### src/rtl/b_sram_ctrl.sv
// Port controller for the B-operand SRAM: arbitrates loader writes against tile replays to the array.
// Optional feature macro: B_SRAM_HAZARD_CHECK_EN (per-tile written flags, reads wait for a complete tile).
module b_sram_ctrl #(
  parameter int ADDR_WIDTH = 11,
  parameter int DATA_WIDTH = 264,
  parameter int ACC_DEPTH  = 16,
  parameter int NUM_TILES  = 8,
  localparam int TILE_W = (NUM_TILES > 1) ? $clog2(NUM_TILES) : 1,
  localparam int IDX_W  = (ACC_DEPTH > 1) ? $clog2(ACC_DEPTH) : 1
) (
  input  logic                  clk,
  input  logic                  rst_n,
  input  logic                  wr_valid,
  output logic                  wr_ready,
  input  logic [ADDR_WIDTH-1:0] wr_addr,
  input  logic [DATA_WIDTH-1:0] wr_data,
  input  logic                  rd_start,
  input  logic [TILE_W-1:0]     rd_tile,
  output logic                  rd_busy,
  output logic [DATA_WIDTH-1:0] rd_data,
  output logic                  rd_data_valid,
  output logic [IDX_W-1:0]      rd_vec_idx,
  output logic                  rd_done,
  output logic                  sram_write_en,
  output logic                  sram_output_en,
  output logic [ADDR_WIDTH-1:0] sram_addr,
  output logic [DATA_WIDTH-1:0] sram_data_in,
  input  logic [DATA_WIDTH-1:0] sram_data_out
);

  localparam logic [1:0] ST_IDLE  = 2'd0;
  localparam logic [1:0] ST_WAIT  = 2'd1;
  localparam logic [1:0] ST_READ  = 2'd2;
  localparam logic [1:0] ST_DRAIN = 2'd3;

  localparam logic [IDX_W-1:0] LAST_IDX = IDX_W'(ACC_DEPTH - 1);

  logic [1:0]            state, state_nxt;
  logic [ADDR_WIDTH-1:0] base;
  logic [IDX_W-1:0]      cnt;
  logic                  drain_cnt;
  logic                  start_acc, wr_acc;
  logic                  start_ok, wait_ok;
  logic                  issue_d1, issue_d2;
  logic [IDX_W-1:0]      idx_d1, idx_d2;

  assign start_acc     = rd_start && (state == ST_IDLE);
  assign wr_acc        = wr_valid && wr_ready;
  // Gated by rst_n so the port reports not-ready while held in reset.
  assign wr_ready      = rst_n && (state != ST_READ);
  assign rd_busy       = (state != ST_IDLE);
  assign rd_data       = sram_data_out;
  assign rd_data_valid = issue_d2;
  assign rd_vec_idx    = idx_d2;
  assign rd_done       = issue_d2 && (idx_d2 == LAST_IDX);

`ifdef B_SRAM_HAZARD_CHECK_EN
  logic [NUM_TILES-1:0] tile_written;
  logic [TILE_W-1:0]    cur_tile;

  assign start_ok = tile_written[rd_tile];
  assign wait_ok  = tile_written[cur_tile];

  // Clear is applied before set so a coincident write of the last vector wins.
  always_ff @(posedge clk or negedge rst_n) begin
    if (!rst_n) begin
      tile_written <= '0;
      cur_tile     <= '0;
    end else begin
      if (start_acc) cur_tile <= rd_tile;
      for (int unsigned t = 0; t < NUM_TILES; t++) begin
        if (rd_done && (cur_tile == TILE_W'(t)))
          tile_written[t] <= 1'b0;
        if (wr_acc && (wr_addr == ADDR_WIDTH'(t * ACC_DEPTH + ACC_DEPTH - 1)))
          tile_written[t] <= 1'b1;
      end
    end
  end
`else
  assign start_ok = 1'b1;
  assign wait_ok  = 1'b1;
`endif

  always_comb begin
    state_nxt = state;
    case (state)
      ST_IDLE:  if (rd_start) state_nxt = start_ok ? ST_READ : ST_WAIT;
      ST_WAIT:  if (wait_ok) state_nxt = ST_READ;
      ST_READ:  if (cnt == LAST_IDX) state_nxt = ST_DRAIN;
      ST_DRAIN: if (drain_cnt) state_nxt = ST_IDLE;
      default:  state_nxt = ST_IDLE;
    endcase
  end

  always_ff @(posedge clk or negedge rst_n) begin
    if (!rst_n) begin
      state     <= ST_IDLE;
      base      <= '0;
      cnt       <= '0;
      drain_cnt <= 1'b0;
    end else begin
      state <= state_nxt;
      if (start_acc) begin
        base <= ADDR_WIDTH'(rd_tile) * ADDR_WIDTH'(ACC_DEPTH);
        cnt  <= '0;
      end else if (state == ST_READ) begin
        cnt <= cnt + 1'b1;
      end
      drain_cnt <= (state == ST_DRAIN) ? ~drain_cnt : 1'b0;
    end
  end

  // Registered SRAM command; READ owns the port, otherwise an accepted write issues.
  always_ff @(posedge clk or negedge rst_n) begin
    if (!rst_n) begin
      sram_write_en  <= 1'b0;
      sram_output_en <= 1'b0;
      sram_addr      <= '0;
      sram_data_in   <= '0;
    end else if (state == ST_READ) begin
      sram_write_en  <= 1'b0;
      sram_output_en <= 1'b1;
      sram_addr      <= base + ADDR_WIDTH'(cnt);
    end else if (wr_acc) begin
      sram_write_en  <= 1'b1;
      sram_output_en <= 1'b0;
      sram_addr      <= wr_addr;
      sram_data_in   <= wr_data;
    end else begin
      sram_write_en  <= 1'b0;
      sram_output_en <= 1'b0;
    end
  end

  // Two stages: command register, then the SRAM output register.
  always_ff @(posedge clk or negedge rst_n) begin
    if (!rst_n) begin
      issue_d1 <= 1'b0;
      issue_d2 <= 1'b0;
      idx_d1   <= '0;
      idx_d2   <= '0;
    end else begin
      issue_d1 <= (state == ST_READ);
      idx_d1   <= cnt;
      issue_d2 <= issue_d1;
      idx_d2   <= idx_d1;
    end
  end

endmodule

### config.mk
export PLATFORM = sky130hd
export DESIGN_NAME = b_sram_ctrl
export DESIGN_NICKNAME = d
export VERILOG_FILES = /design/src/rtl/b_sram_ctrl.sv
export SDC_FILE = /design/constraint.sdc
export NUM_CORES = 1
export LEC_CHECK = 0
export CORE_AREA = 4 4 419 421
export DETAILED_ROUTE_END_ITERATION = 10
export DIE_AREA = 0 0 423 425
export HOLD_SLACK_MARGIN = 0.08
export PLACE_DENSITY = 0.34
export SKIP_CTS_REPAIR_TIMING = 1
export SLEW_MARGIN = 20
export SYNTH_ARGS = -nofsm -noshare
export SYNTH_HDL_FRONTEND = slang
export SYNTH_SLANG_ARGS = --single-unit
### constraint.sdc
create_clock -name clk -period 2.1 [get_ports clk]
set_clock_uncertainty 0.05 [all_clocks]
set_input_delay 0.315 -clock clk [delete_from_list [all_inputs] [get_ports clk]]
set_output_delay 0.315 -clock clk [all_outputs]
set_load 0.005 [all_outputs]
Word-level counts from Yosys, hierarchy flattened
Index checks and enable logic that the tools add are counted. Widths: inputs -> output; s select.

Flip-flop bits (word level): 297. Bits in latches: 0. Bits in writable memories: 0. ROM bits: 0. Input bits: 546. Word-level logic and storage cells: 47. Memories: 0.

Add/sub/neg operators: 2. $mul: 0. Divide/modulo/power cells: 0. $lt $le $gt $ge: 0. Eq/ne operators: 9. Shift-type cells: 0. Muxes and demuxes: 12. Bitwise gates (word level): 2. Reduce and logical (&&, ||, !) cells: 10.

Operators with widths (number): $mux 11 (2); $add 7x4->8 (1); $eq 4x4->1 const B (2); $mux 4 (2); $ne 2x2->1 const B (4); $pmux 2 s4 (1); $mux 2 (3); $reduce_bool 2->1 (3); $add 4x1->4 const B (1); $eq 2x2->1 const B (2); $logic_and 1x1->1 (4); $mux 1 (4); $reduce_and 3->1 (1); $eq 2x1->1 const B (1); $logic_not 2->1 (1); $not 1->1 (2); $reduce_and 2->1 (1).

Logic depth before layout (Yosys ltp)
Word-level depth: 5. Gate-level depth with buffers: 7. Gate-level depth less buffers: 4.

Worst setup path before layout
No wires, ideal clock.

Path type: flip-flop to flip-flop. Start point: reg state[0]. End point: reg sram_data_in[202]. Library setup time: 0.125 ns. Arrival: 1.442 ns. Setup slack: 0.483 ns. Cell stages (with the launch flop): 8. Cells stage by stage: dfrtp_1 -> nand2b_1 -> buf_6 -> inv_6 -> nor2_8 -> buf_6 -> buf_6 -> mux2_2.

Word-level cells in the longest chain between the ends: 4. Elaborated cells between the ends (all ways): 6. Those cells by class: eq/ne: 2; bitwise: 1; reduce/logical: 3.

Ends and longest elaborated chain: start: declaration (line 38) `logic [1:0] state, state_nxt;`; start signal: assignment (line 102) `state <= state_nxt;`; $ne 2x2->1 (line 50) `assign wr_ready = rst_n && (state != ST_READ);`; $logic_and 1x1->1 (line 50); $logic_and 1x1->1 (line 48) `assign wr_acc = wr_valid && wr_ready;`; $reduce_and 2->1 (no source line) (*); end signal: assignment (line 128) `sram_data_in <= wr_data;`; end: declaration (line 27) `output logic [DATA_WIDTH-1:0] sram_data_in,`.

Every way passes the cells marked *; elsewhere a longest branch is shown, timed or not. A chain may end at the register's enable or synchronous reset.

Worst setup path after layout
Start point: reg state[0]. End point: out wr_ready.

Word-level cells in the longest chain between the ends: 2.

Ends and longest elaborated chain: $ne 2x2->1 (line 50); $logic_and 1x1->1 (line 50); end: declaration (line 14) `output logic wr_ready,`.

No other way between the ends.

==> impl_metrics.toml <==
[run_status]
status = "complete, no violations"

[synth]
yosys_warnings = 0
synth.distinct_cells = 24
synth_fp_nets = 1477
syn_area_um2 = 14000
syn_avg_cell_area_um2 = 15.1
synth_cells = 930
synth-seq-cells = 296
ys_seq_area_share_pct = 52.8

[setup_path]
crit_path_end_kind = "primary output"
cpPeakStageDelay_ps = 420
crit_chain = "nand2b_4 > buf_12 > and2_1 > clkbuf_2"
worstSetupPathType = "reg -> out"
cp_max_fo = 7
cp.buffers_inverters = 2
cp.arrival_ps = 1630
crit_family = "flip-flops"
worstSetupStartpointType = "flip-flop"
critPathRequiredTime_ps = 1740
critPathSlowestCell = "dfrtp_1"

[placed_design]
detailed_place_hpwl_um = 51900
globalplace.congestion = 0.726
dpl_cell_area_um2 = 20500
numPortBuffers = 566

[timing]
rsz0062_at_grt = "yes"
worst_pin_slew_ps = 701
slew_headroom_pct = 53.3
max_freq_mhz = 501
fin_crit_sh_pct = 95.0
setup_viol = 0
drv_slew = 0
hold_ws_ps = 213
min_period_ps = 1990
setup-tns-final_ps = 0
finalHoldViolCount = 0

[floorplanning]
die-width_um = 423
die_area_um2 = 180000
row_count = 152
core_um2 = 171000
die-height_um = 425
io_pins = 1095
initial_core_util_pct = 8.19

[routing]
drt_pass1_iterations = 4
avgViaCountPerCell = 2.31
vias = 8388
wirelength_um = 63300
detail-route-antenna-nets = 0
drc = 0
wl_per_cell_um = 17.4
drt_iter0_drc = 325

[global_route]
antenna_found_initial = 15
first_global_vias = 9403
grt.total_usage_pct = 6.65
grt_first_pass_wirelength_um = 84400
grt_max_degree = 94
grt.overflow.total = 0

[pwr]
power.density_nw_per_um2 = 1400
vdd.ir_drop.worst_uv = 500
p_leak_nw = 8.57
finalPower_mw = 30.8

[layout]
nNetsFinal = 1825
drive_gt1_share_pct = 29.3
area_delta_synth_final_pct = 56.7
final_cell_area_um2 = 22000
utilization_pct = 12.8

[clock_network]
cts_htree_levels = 2
cts-root-buf = "clkbuf_16"
insertion_delay_ps = 570
tritoncts = "yes"
clock_path_buffers = 3
clk_pin_slew_ps = 60
clock-sinks = 296
numCtsBuffers = 42

[hold_path]
hp-class = "in -> reg"

[job]
max_cap_violations = 0
==> final timing paths <==
kind	start	endpoint	slack, ps	cells past startpoint
max in group asynchronous	rst_n	sram_data_in[137]	610	4
min reg2reg	idx_d1[0]	rd_vec_idx[0]	300	0
max reg2reg	state[0]	sram_data_in[256]	220	7
min	wr_addr[10]	sram_addr[10]	210	3
min in group asynchronous	rst_n	sram_data_in[51]	360	3
max	state[0]	wr_ready	110	4
==> synth_stat cells, drive strengths merged <==
library cell / instances / area share [%]
and2: 2 / 0.089
ha: 1 / 0.089
nand4: 1 / 0.045
a31oi: 8 / 0.36
mux2: 267 / 27
mux2i: 1 / 0.071
nand2b: 1 / 0.045
o21ai: 2 / 0.071
nor2: 11 / 0.41
dfrtp: 296 / 53
or3b: 1 / 0.062
nand3b: 1 / 0.053
inv: 1 / 0.062
o22ai: 1 / 0.045
clkbuf: 4 / 0.11
nand2: 29 / 0.78
or2: 1 / 0.045
buf: 294 / 18
nand3: 4 / 0.14
a21oi: 4 / 0.14
==> worst min-delay path, cell delays in order <==
cell and delay [ps]:
clkdlybuf4s50_1 400, nand2_1 60, a21oi_1 50
==> cell usage in the layout (no fill, tap or decap), types with 2 or more instances in the layout <==
cell type,instances
a21oi_1,4
a31oi_1,8
and2_1,2
buf_12,14
buf_4,23
bufinv_16,4
clkbuf_1,8
clkbuf_16,42
clkbuf_2,2
clkbuf_8,6
clkdlybuf4s50_1,555
clkinv_16,2
clkinv_2,11
clkinv_4,3
dfrtp_1,295
diode_2,5
dlymetal6s2s_1,6
inv_6,2
mux2_2,67
mux2_4,200
nand2_1,29
nand3_1,3
nor2_1,10
o21ai_0,2
==> flip-flops by register name, indices dropped and copies added (netlist names) <==
signal / flops
issue_d1: 1
rd_data_valid: 1
idx_d1: 4
rd_vec_idx: 4
sram_addr: 11
state: 2
drain_cnt: 1
base: 3
cnt: 4
sram_data_in: 264
sram_write_en: 1
==> layer usage <==
metal  part of all wire, %  global-route usage [%]  routed length [um]
met5                  0.21                   0.538                 133
met4                   2.6                    2.14                1620
met3                   8.5                    2.59                5380
met2                    56                    12.5               35300
met1                    33                    6.62               20800
==> cell families after synthesis <==
| family | synth area share [%] |
|---|---|
| mux | 26.8 |
| flops | 52.8 |
| simple gates | 1.67 |
| buf+inv | 18.0 |
| fa+ha+maj | 0.0891 |
| compound gates | 0.615 |
==> cell type report <==
class	count	area [um2]
multi-input cells	335	4110
clock inverters	22	290
diodes	5	12.5
well taps	2310	2890
fillers	19200	149000
clock buffers	56	1160
repair buffers	602	6120
inverters	1	8.76
flip-flops and latches	296	7410
==> metrics by stage <==
step | setup slack [ps] | cells
after CTS | -511 | 3621
after floorplan | 483 | 930
after global placement | -50.5 | 3543
final | 106 | 3627
after global routing | -17.7 | 3626
after detailed placement | -31.4 | 3543
==> power breakdown <==
part | internal (mW) | switching [mW]
sequential | 8.55 | 1.77
clock | 4.46 | 3.08
combinational | 8.64 | 4.27
total | 21.6 | 9.12
(Power assumes the default switching activity.)
